### config.mk
export PLATFORM = sky130hd
export DESIGN_NAME = one_wire_burst_ram
export DESIGN_NICKNAME = d
export VERILOG_FILES = /design/src/rtl/one_wire_pkg.sv /design/src/rtl/one_wire_crc8.sv /design/src/rtl/one_wire_burst_ram.sv
export SDC_FILE = /design/constraint.sdc
export NUM_CORES = 1
export LEC_CHECK = 0
export ABC_AREA = 1
export CAP_MARGIN = 20
export CORE_MARGIN = 10
export CORE_UTILIZATION = 55
export CTS_CLUSTER_SIZE = 28
export DETAILED_ROUTE_END_ITERATION = 7
export HOLD_SLACK_MARGIN = 0.15
export PLACE_DENSITY_LB_ADDON = 0.1
export SYNTH_ARGS = -nofsm -noshare
export SYNTH_HDL_FRONTEND = slang
export SYNTH_SLANG_ARGS = --single-unit
### constraint.sdc
create_clock -name clk -period 4 [get_ports clk]
set_input_delay 0.8 -clock clk [delete_from_list [all_inputs] [get_ports clk]]
set_output_delay 0.8 -clock clk [all_outputs]
set_load 0.03 [all_outputs]
### src/rtl/one_wire_pkg.sv
// Shared types and CRC-8 constants for the 1-wire scratchpad and ROM logic.
// No clocked logic lives here.
package one_wire_pkg;

  typedef enum logic [1:0] {
    ST_IDLE = 2'd0,
    ST_READ = 2'd1,
    ST_CRC  = 2'd2
  } ow_state_t;

  // Dallas/Maxim CRC-8 (x^8+x^5+x^4+1), reflected form, bytes shifted LSB first.
  localparam logic [7:0] OW_CRC8_POLY = 8'h8C;
  localparam logic [7:0] OW_CRC8_INIT = 8'h00;

endpackage

### src/rtl/one_wire_crc8.sv
// Next-state CRC-8 for one byte, LSB first; purely combinational (0 cycles).
// No flow control: the caller decides when to register crc_out.
module one_wire_crc8
  import one_wire_pkg::*;
(
  input  logic [7:0] crc_in,
  input  logic [7:0] byte_in,
  output logic [7:0] crc_out
);

  logic [7:0] c;

  always_comb begin
    c = crc_in;
    for (int i = 0; i < 8; i++) begin
      c = {1'b0, c[7:1]} ^ (((c[0] ^ byte_in[i]) != 1'b0) ? OW_CRC8_POLY : 8'h00);
    end
    crc_out = c;
  end

endmodule

### src/rtl/one_wire_burst_ram.sv
// Scratchpad RAM: single-word writes, burst reads at one word/cycle, optional CRC-8 tail beat.
// First beat one cycle after request; requests arriving while busy are dropped, not queued.
module one_wire_burst_ram
  import one_wire_pkg::*;
#(
  parameter int DATA_W = 8,
  parameter int DEPTH  = 32,
  parameter int ADDR_W = $clog2(DEPTH),
  parameter int CRC_EN = 0
) (
  input  logic              clk,
  input  logic              reset,
  input  logic              write,
  input  logic [ADDR_W-1:0] write_address,
  input  logic [DATA_W-1:0] data_in,
  input  logic              read_en,
  input  logic [ADDR_W-1:0] read_address,
  input  logic [ADDR_W:0]   read_len,
  output logic              busy,
  output logic [DATA_W-1:0] data_out,
  output logic              data_dv,
  output logic              data_last,
  output logic              crc_beat
);

  localparam logic [ADDR_W:0] LEN_MAX = (ADDR_W+1)'(DEPTH);

  logic [DATA_W-1:0] mem [DEPTH];
  ow_state_t         state;
  logic [ADDR_W-1:0] ptr;
  logic [ADDR_W:0]   remaining;
  logic [ADDR_W:0]   len_eff;
  logic [7:0]        crc;
  logic [7:0]        crc_next;
  logic [7:0]        crc_byte;
  logic [DATA_W-1:0] rd_word;

  // Combinational read of the pre-edge array gives read-first collision behaviour.
  assign rd_word  = mem[ptr];
  assign crc_byte = 8'(rd_word);
  assign len_eff  = (read_len > LEN_MAX) ? LEN_MAX : read_len;

  one_wire_crc8 u_crc8 (
    .crc_in  (crc),
    .byte_in (crc_byte),
    .crc_out (crc_next)
  );

  // Kept free of reset so the array maps onto block RAM.
  always_ff @(posedge clk) begin
    if (reset && write) begin
      mem[write_address] <= data_in;
    end
  end

  always_ff @(posedge clk) begin
    if (!reset) begin
      state     <= ST_IDLE;
      ptr       <= '0;
      remaining <= '0;
      crc       <= OW_CRC8_INIT;
      busy      <= 1'b0;
      data_out  <= '0;
      data_dv   <= 1'b0;
      data_last <= 1'b0;
      crc_beat  <= 1'b0;
    end else begin
      data_dv   <= 1'b0;
      data_last <= 1'b0;
      crc_beat  <= 1'b0;
      case (state)
        ST_IDLE: begin
          if (read_en && (read_len != '0)) begin
            ptr       <= read_address;
            remaining <= len_eff;
            crc       <= OW_CRC8_INIT;
            busy      <= 1'b1;
            state     <= ST_READ;
          end
        end
        ST_READ: begin
          data_out  <= rd_word;
          data_dv   <= 1'b1;
          crc       <= crc_next;
          ptr       <= ptr + ADDR_W'(1);
          remaining <= remaining - (ADDR_W+1)'(1);
          if (remaining == (ADDR_W+1)'(1)) begin
            if (CRC_EN != 0) begin
              state <= ST_CRC;
            end else begin
              data_last <= 1'b1;
              busy      <= 1'b0;
              state     <= ST_IDLE;
            end
          end
        end
        ST_CRC: begin
          data_out  <= DATA_W'(crc);
          data_dv   <= 1'b1;
          crc_beat  <= 1'b1;
          data_last <= 1'b1;
          busy      <= 1'b0;
          state     <= ST_IDLE;
        end
        default: begin
          busy  <= 1'b0;
          state <= ST_IDLE;
        end
      endcase
    end
  end

endmodule

==> results of run 1 <==
-- worst reg2reg max path: cells and delay by family (launching register included) --
family / cells / cell delay [ps]
buffers and inverters: 2 / 1150
AO/OA/AOI/OAI: 1 / 70
AND/OR/NAND/NOR: 7 / 820
flip-flops: 1 / 680
-- sequential cells by signal (all words and copies together), names as in the netlist, named ones only --
signal,count
data_dv,1
data_last,1
data_out,8
mem,256
ptr,5
remaining,6
state,1
-- worst paths after layout --
kind | startpoint | end | slack (ps)
hold reg to reg | remaining[1] | remaining[1] | 480
hold / removal | remaining[1] | remaining[1] | 480
setup / recovery | flop | data_out[5] | 1170
setup reg to reg | flop | data_out[5] | 1170
-- final cells by class --
cell class / instances / area (µm²) / share of cell area, %
Multi-Input combinational cell: 687 / 2980 / 22.8
Clock buffer: 38 / 863 / 6.60
Timing Repair Buffer: 51 / 460 / 3.52
Clock inverter: 14 / 96.3 / 0.737
Inverter: 27 / 103 / 0.784
Sequential cell: 283 / 8230 / 62.9
Tap cell: 275 / 344 / 2.63
-- cells in the final DEF (no fill, tap or decap), types with 2 or more instances in the layout --
master	netlist	final
a21oi_1	16	16
clkbuf_8	0	4
dfxtp_1	27	25
clkinv_1	1	3
nand4_1	5	5
buf_4	6	12
nand3_1	230	230
nand2_1	356	356
nor2_1	50	50
edfxtp_1	256	256
clkbuf_1	11	2
nor3_1	3	3
ha_1	3	3
nand3b_1	2	2
clkinv_2	0	11
clkbuf_16	0	32
o21ai_0	15	15
buf_2	24	5
inv_1	24	24
clkdlybuf4s50_1	0	33
-- metrics by stage --
stage               area [µm²]  setup WS (ps)  hold WS, ps  util (%)  power, µW
floorplan                11700           2110          453         -       3750
global placement         12100            784          472      57.8       3960
detailed placement       12100            719          479      57.8       3960
CTS                      13100           1150          487      62.3       6580
global route             13100            918          525      62.4       6800
finish                   13100           1170          484      62.4       6550
-- report_power, final --
part | total (µW) | switching (µW) | internal (µW) | leakage [µW]
clock | 2650 | 1070 | 1570 | 0.000486
sequential | 3300 | 36.0 | 3260 | 0.00253
combinational | 607 | 428 | 180 | 0.00179
total | 6550 | 1540 | 5020 | 0.00480
-- cell families after synthesis --
kind of cell | share of synthesized area, %
and+or+nand+nor | 23.5
DFF | 70.4
buffers and inverters | 4.06
AOI/OAI and AO/OA | 1.60
adders and majority gates | 0.321
xor gates and xnor gates | 0.0750
other | 0.0321
-- layer usage --
metal	part of all wire (%)	global-route usage, %	wire length [µm]
met5	0	0	0
met4	2.5	5.35	686
met3	6.3	2.65	1740
met2	46	30.0	12500
met1	46	28.3	12500
==> flow_summary.yaml, run 1 <==
yosys:
  synth_cell_type_count: 27
  synth_fp_nets: 1087
  ys_seq_area_share_pct: 70.4
  synth_cells: 1056
  ys_ff_latch: 283
  async_flop_share_pct: 0
  synth_common_cells: "nand2_1, edfxtp_1, nand3_1, nor2_1, dfxtp_1"
  synth.avg_cell_area_um2: 11.1
  synth_edf_count: 256
  synth_ff_type: "edfxtp_1"
  yosysTopAreaCellShare_pct: 65.8
  synth_most_common_cell: "nand2_1"
  netlist_top_cells_area: "edfxtp_1, nand2_1, nand3_1"
  yosysTopAreaCell: "edfxtp_1"
  yosys_warnings: 0
  synth_area_mm2: 0.0117
sta:
  clock-skew-final_ps: 10.7
  setup_violations: 0
  finalCriticalPeriod_ps: 2830
  finalMaxSlewViolations: 0
  setup_tns_ps: 0
  worstMarginPinSlew_ps: 867
  fmax_ghz: 0.353
  rsz0062_at_grt: "false"
  fin_crit_sh_pct: 70.8
  slew-limit-headroom_pct: 42.2
  hold_viol_final: 0
floorplanning:
  io_pins: 40
  die_h_um: 166
  die_area_mm2: 0.0275
  rows: 53
  core_mm2: 0.0210
  die_w_um: 166
  initial_utilization_pct: 55.7
clocking:
  htree_num_levels: 1
  clk_pin_slew_worst_paths_ps: 60
  clockBufferDepth: 3
  cts_setup_buffers: 0
  cts_buffers: 28
  cts_tree: "built"
  root_buffer: "clkbuf_16"
  cts.sinks: 283
  cts_hold_buffers: 0
  cts_resized: 0
  worstSkewPairLatency_ps: 540
grt:
  grt_pass1_wl_um: 43200
  antenna_found_initial: 0
  grt_max_degree: 82
  grt_pass1_vias: 7493
  track_usage_pct: 19.5
  overflow: 0
final_layout:
  nFillCells: 1752
  layout-drive-gt1-share_pct: 6.55
  area_growth_pct: 12.0
  fin_nets: 1109
  fin_cells: 1375
  antenna_cells: 0
worst_setup_path:
  critical_path.cell_chain: "clkinv_2 -> buf_4 -> nand2_1 -> nand3_1 -> nand3_1 -> nand2_1 -> nand2_1 -> nand3_1 -> nand2_1 -> a21oi_1"
  critPathCaptureType: "flop"
  critical-path-max-stage-delay_ps: 680
  critPathLaunchType: "flop"
  crit_cells: 10
  slowest_stage: "dfxtp_4"
  critical_path_buf_inv_count: 2
  r2r_cells: 10
  path_class: "flop to flop"
  arrival_ps: 3250
  crit_required_ps: 4420
  crit_family: "buffers and inverters"
  path_common_cell: "nand2_1"
  critPathMaxFanout: 49
route:
  via_per_inst: 5.64
  drt-total-wl_um: 27500
  drc_errors: 0
  antenna_left: 0
  vias: 7757
  wl_per_cell_um: 20.0
  drt-initial-drc-count: 808
  drt-pass1-iter-count: 5
power:
  p_leak_uw: 0.00480
  pwr_density_cell_mw_per_mm2: 501
  ir_worst_vdd_mv: 0.399
placed_design:
  portBuffers: 38
  dp.cells: 1322
  gp_congestion: 0.871
  place_hpwl_um: 16700
job:
  max-cap-violations: 0
run_status:
  status: "finished, final reports clean"
worst_hold_path:
  worstHoldPathCells: 2
  worstHoldPathType: "flop to flop"
Note: power is estimated with default switching activity, not from simulation.
==> run 2: changes to the inputs <==
- clock period: 4 -> 2.8 ns (I/O delays scaled with it)
==> flow_summary.yaml, run 2 (synthesis gave the netlist of run 1 again) <==
clocking:
  cts_hold_buffers: 0
  cts_buffers: 28
  clk_pin_slew_worst_paths_ps: 60
  cts.sinks: 283
  worstSkewPairLatency_ps: 550
  cts_tree: "built"
  htree_num_levels: 1
  clockBufferDepth: 3
  cts_setup_buffers: 0
  root_buffer: "clkbuf_16"
  cts_resized: 0
grt:
  overflow: 0
  track_usage_pct: 20.0
  grt_max_degree: 129
  grt_pass1_vias: 7706
  grt_pass1_wl_um: 43700
  antenna_found_initial: 0
final_layout:
  largest_register_ffs: 256
  antenna_cells: 0
  stdcell_area_mm2: 0.0135
  final_common_cell: "nand2_1"
  reg_top3: "mem: 256 flops, data_out: 8 flops, remaining: 6 flops"
  regMostFlops: "mem"
  layout-drive-gt1-share_pct: 9.54
  layout_common_cells: "nand2_1, edfxtp_1, nand3_1"
  area_growth_pct: 15.5
  fin_nets: 1151
  utilization_pct: 64.4
worst_setup_path:
  crit_cells: 1
  critPathMaxFanout: 3
  crit_path_end: "busy"
  critPathCaptureType: "primary output"
  critPathLaunchType: "flop"
  path_class: "flop to primary output"
  slowest_stage: "clkdlybuf4s50_1"
  critical-path-max-stage-delay_ps: 700
  r2r_cells: 10
  critical_path.cell_chain: "clkdlybuf4s50_1"
  arrival_ps: 1600
  r2r_end: "data_out[0]"
  crit_family: "buffers and inverters"
  rrSetupSlack_ps: 800
  startpoint: "state[0]"
  crit_required_ps: 2240
  critical_path_buf_inv_count: 1
worst_hold_path:
  hp-start: "remaining[1]"
  worstHoldPathType: "flop to flop"
power:
  p_leak_uw: 0.00503
  finalPower_uw: 9550
  ir_worst_vdd_mv: 0.480
  pwr_density_cell_mw_per_mm2: 708
route:
  drt-total-wl_um: 28100
  via_per_inst: 5.56
  antenna_left: 0
  vias: 7876
  wl_per_cell_um: 19.8
  drc_errors: 0
  drt-pass1-iter-count: 5
  drt-initial-drc-count: 771
sta:
  clock-skew-final_ps: 16.0
  rsz0062_at_grt: "false"
  setup_tns_ps: 0
  fmax_ghz: 0.464
  fin_crit_sh_pct: 77.0
  whs_ps: 493
  hold_viol_final: 0
  finalCriticalPeriod_ps: 2160
  worstMarginPinSlew_ps: 670
  setup_violations: 0
  finalMaxSlewViolations: 0
  slew-limit-headroom_pct: 55.2
floorplanning:
  rows: 53
  die_w_um: 166
  die_h_um: 166
  io_pins: 40
  core_mm2: 0.0210
  initial_utilization_pct: 55.7
  die_area_mm2: 0.0275
placed_design:
  place_hpwl_um: 17300
  dpl_cell_area_mm2: 0.0125
  portBuffers: 38
  gp_congestion: 0.844
job:
  max-cap-violations: 0
run_status:
  status: "finished, final reports clean"
[run 2: cell count changes in the layout (fill, tap and decap cells not counted)]
cell / change
clkinv_4: +2
buf_4: +39
clkbuf_16: -3
clkinv_2: -5
bufinv_16: +3
clkdlybuf4s50_1: +5
buf_12: +4
clkinvlp_4: +3
buf_8: -1
buf_2: -5
[run 2: worst min-delay path by stage]
stage,to,slack [ps],cells past startpoint
floorplan,remaining[1],450,2
global placement,remaining[1],480,2
detailed placement,remaining[1],480,2
CTS,remaining[1],490,2
global route,remaining[1],500,2
finish,remaining[1],490,2
[run 2: metrics by stage]
step | setup WS [ps] | instances
3_5_place_dp | 315 | 1365
5_1_grt | 590 | 1417
6_report | 645 | 1417
3_3_place_gp | 350 | 1365
2_1_floorplan | 1150 | 1056
4_1_cts | 611 | 1417
[run 2: cell type report]
type / instances / area (µm²)
multi-input cells: 687 / 2980
fillers: 1637 / 7460
clock inverters: 17 / 201
flip-flops and latches: 283 / 8230
repair buffers: 93 / 843
clock buffers: 35 / 788
well taps: 275 / 344
inverters: 27 / 103
[run 2: power breakdown]
group | internal [µW] | switching [µW] | total, µW
clock network | 2370 | 1560 | 3930
logic | 285 | 638 | 923
registers | 4660 | 34.5 | 4690
[run 2: metal layers]
metal | vias to the layer above | share of wire (%) | global-route usage, %
met3 | 56 | 7.3 | 3.90
met2 | 296 | 47 | 32.3
met4 | 0 | 2.4 | 5.74
met1 | 3734 | 44 | 26.9
met5 | - | 0 | 0
li1 | 3790 | - | -
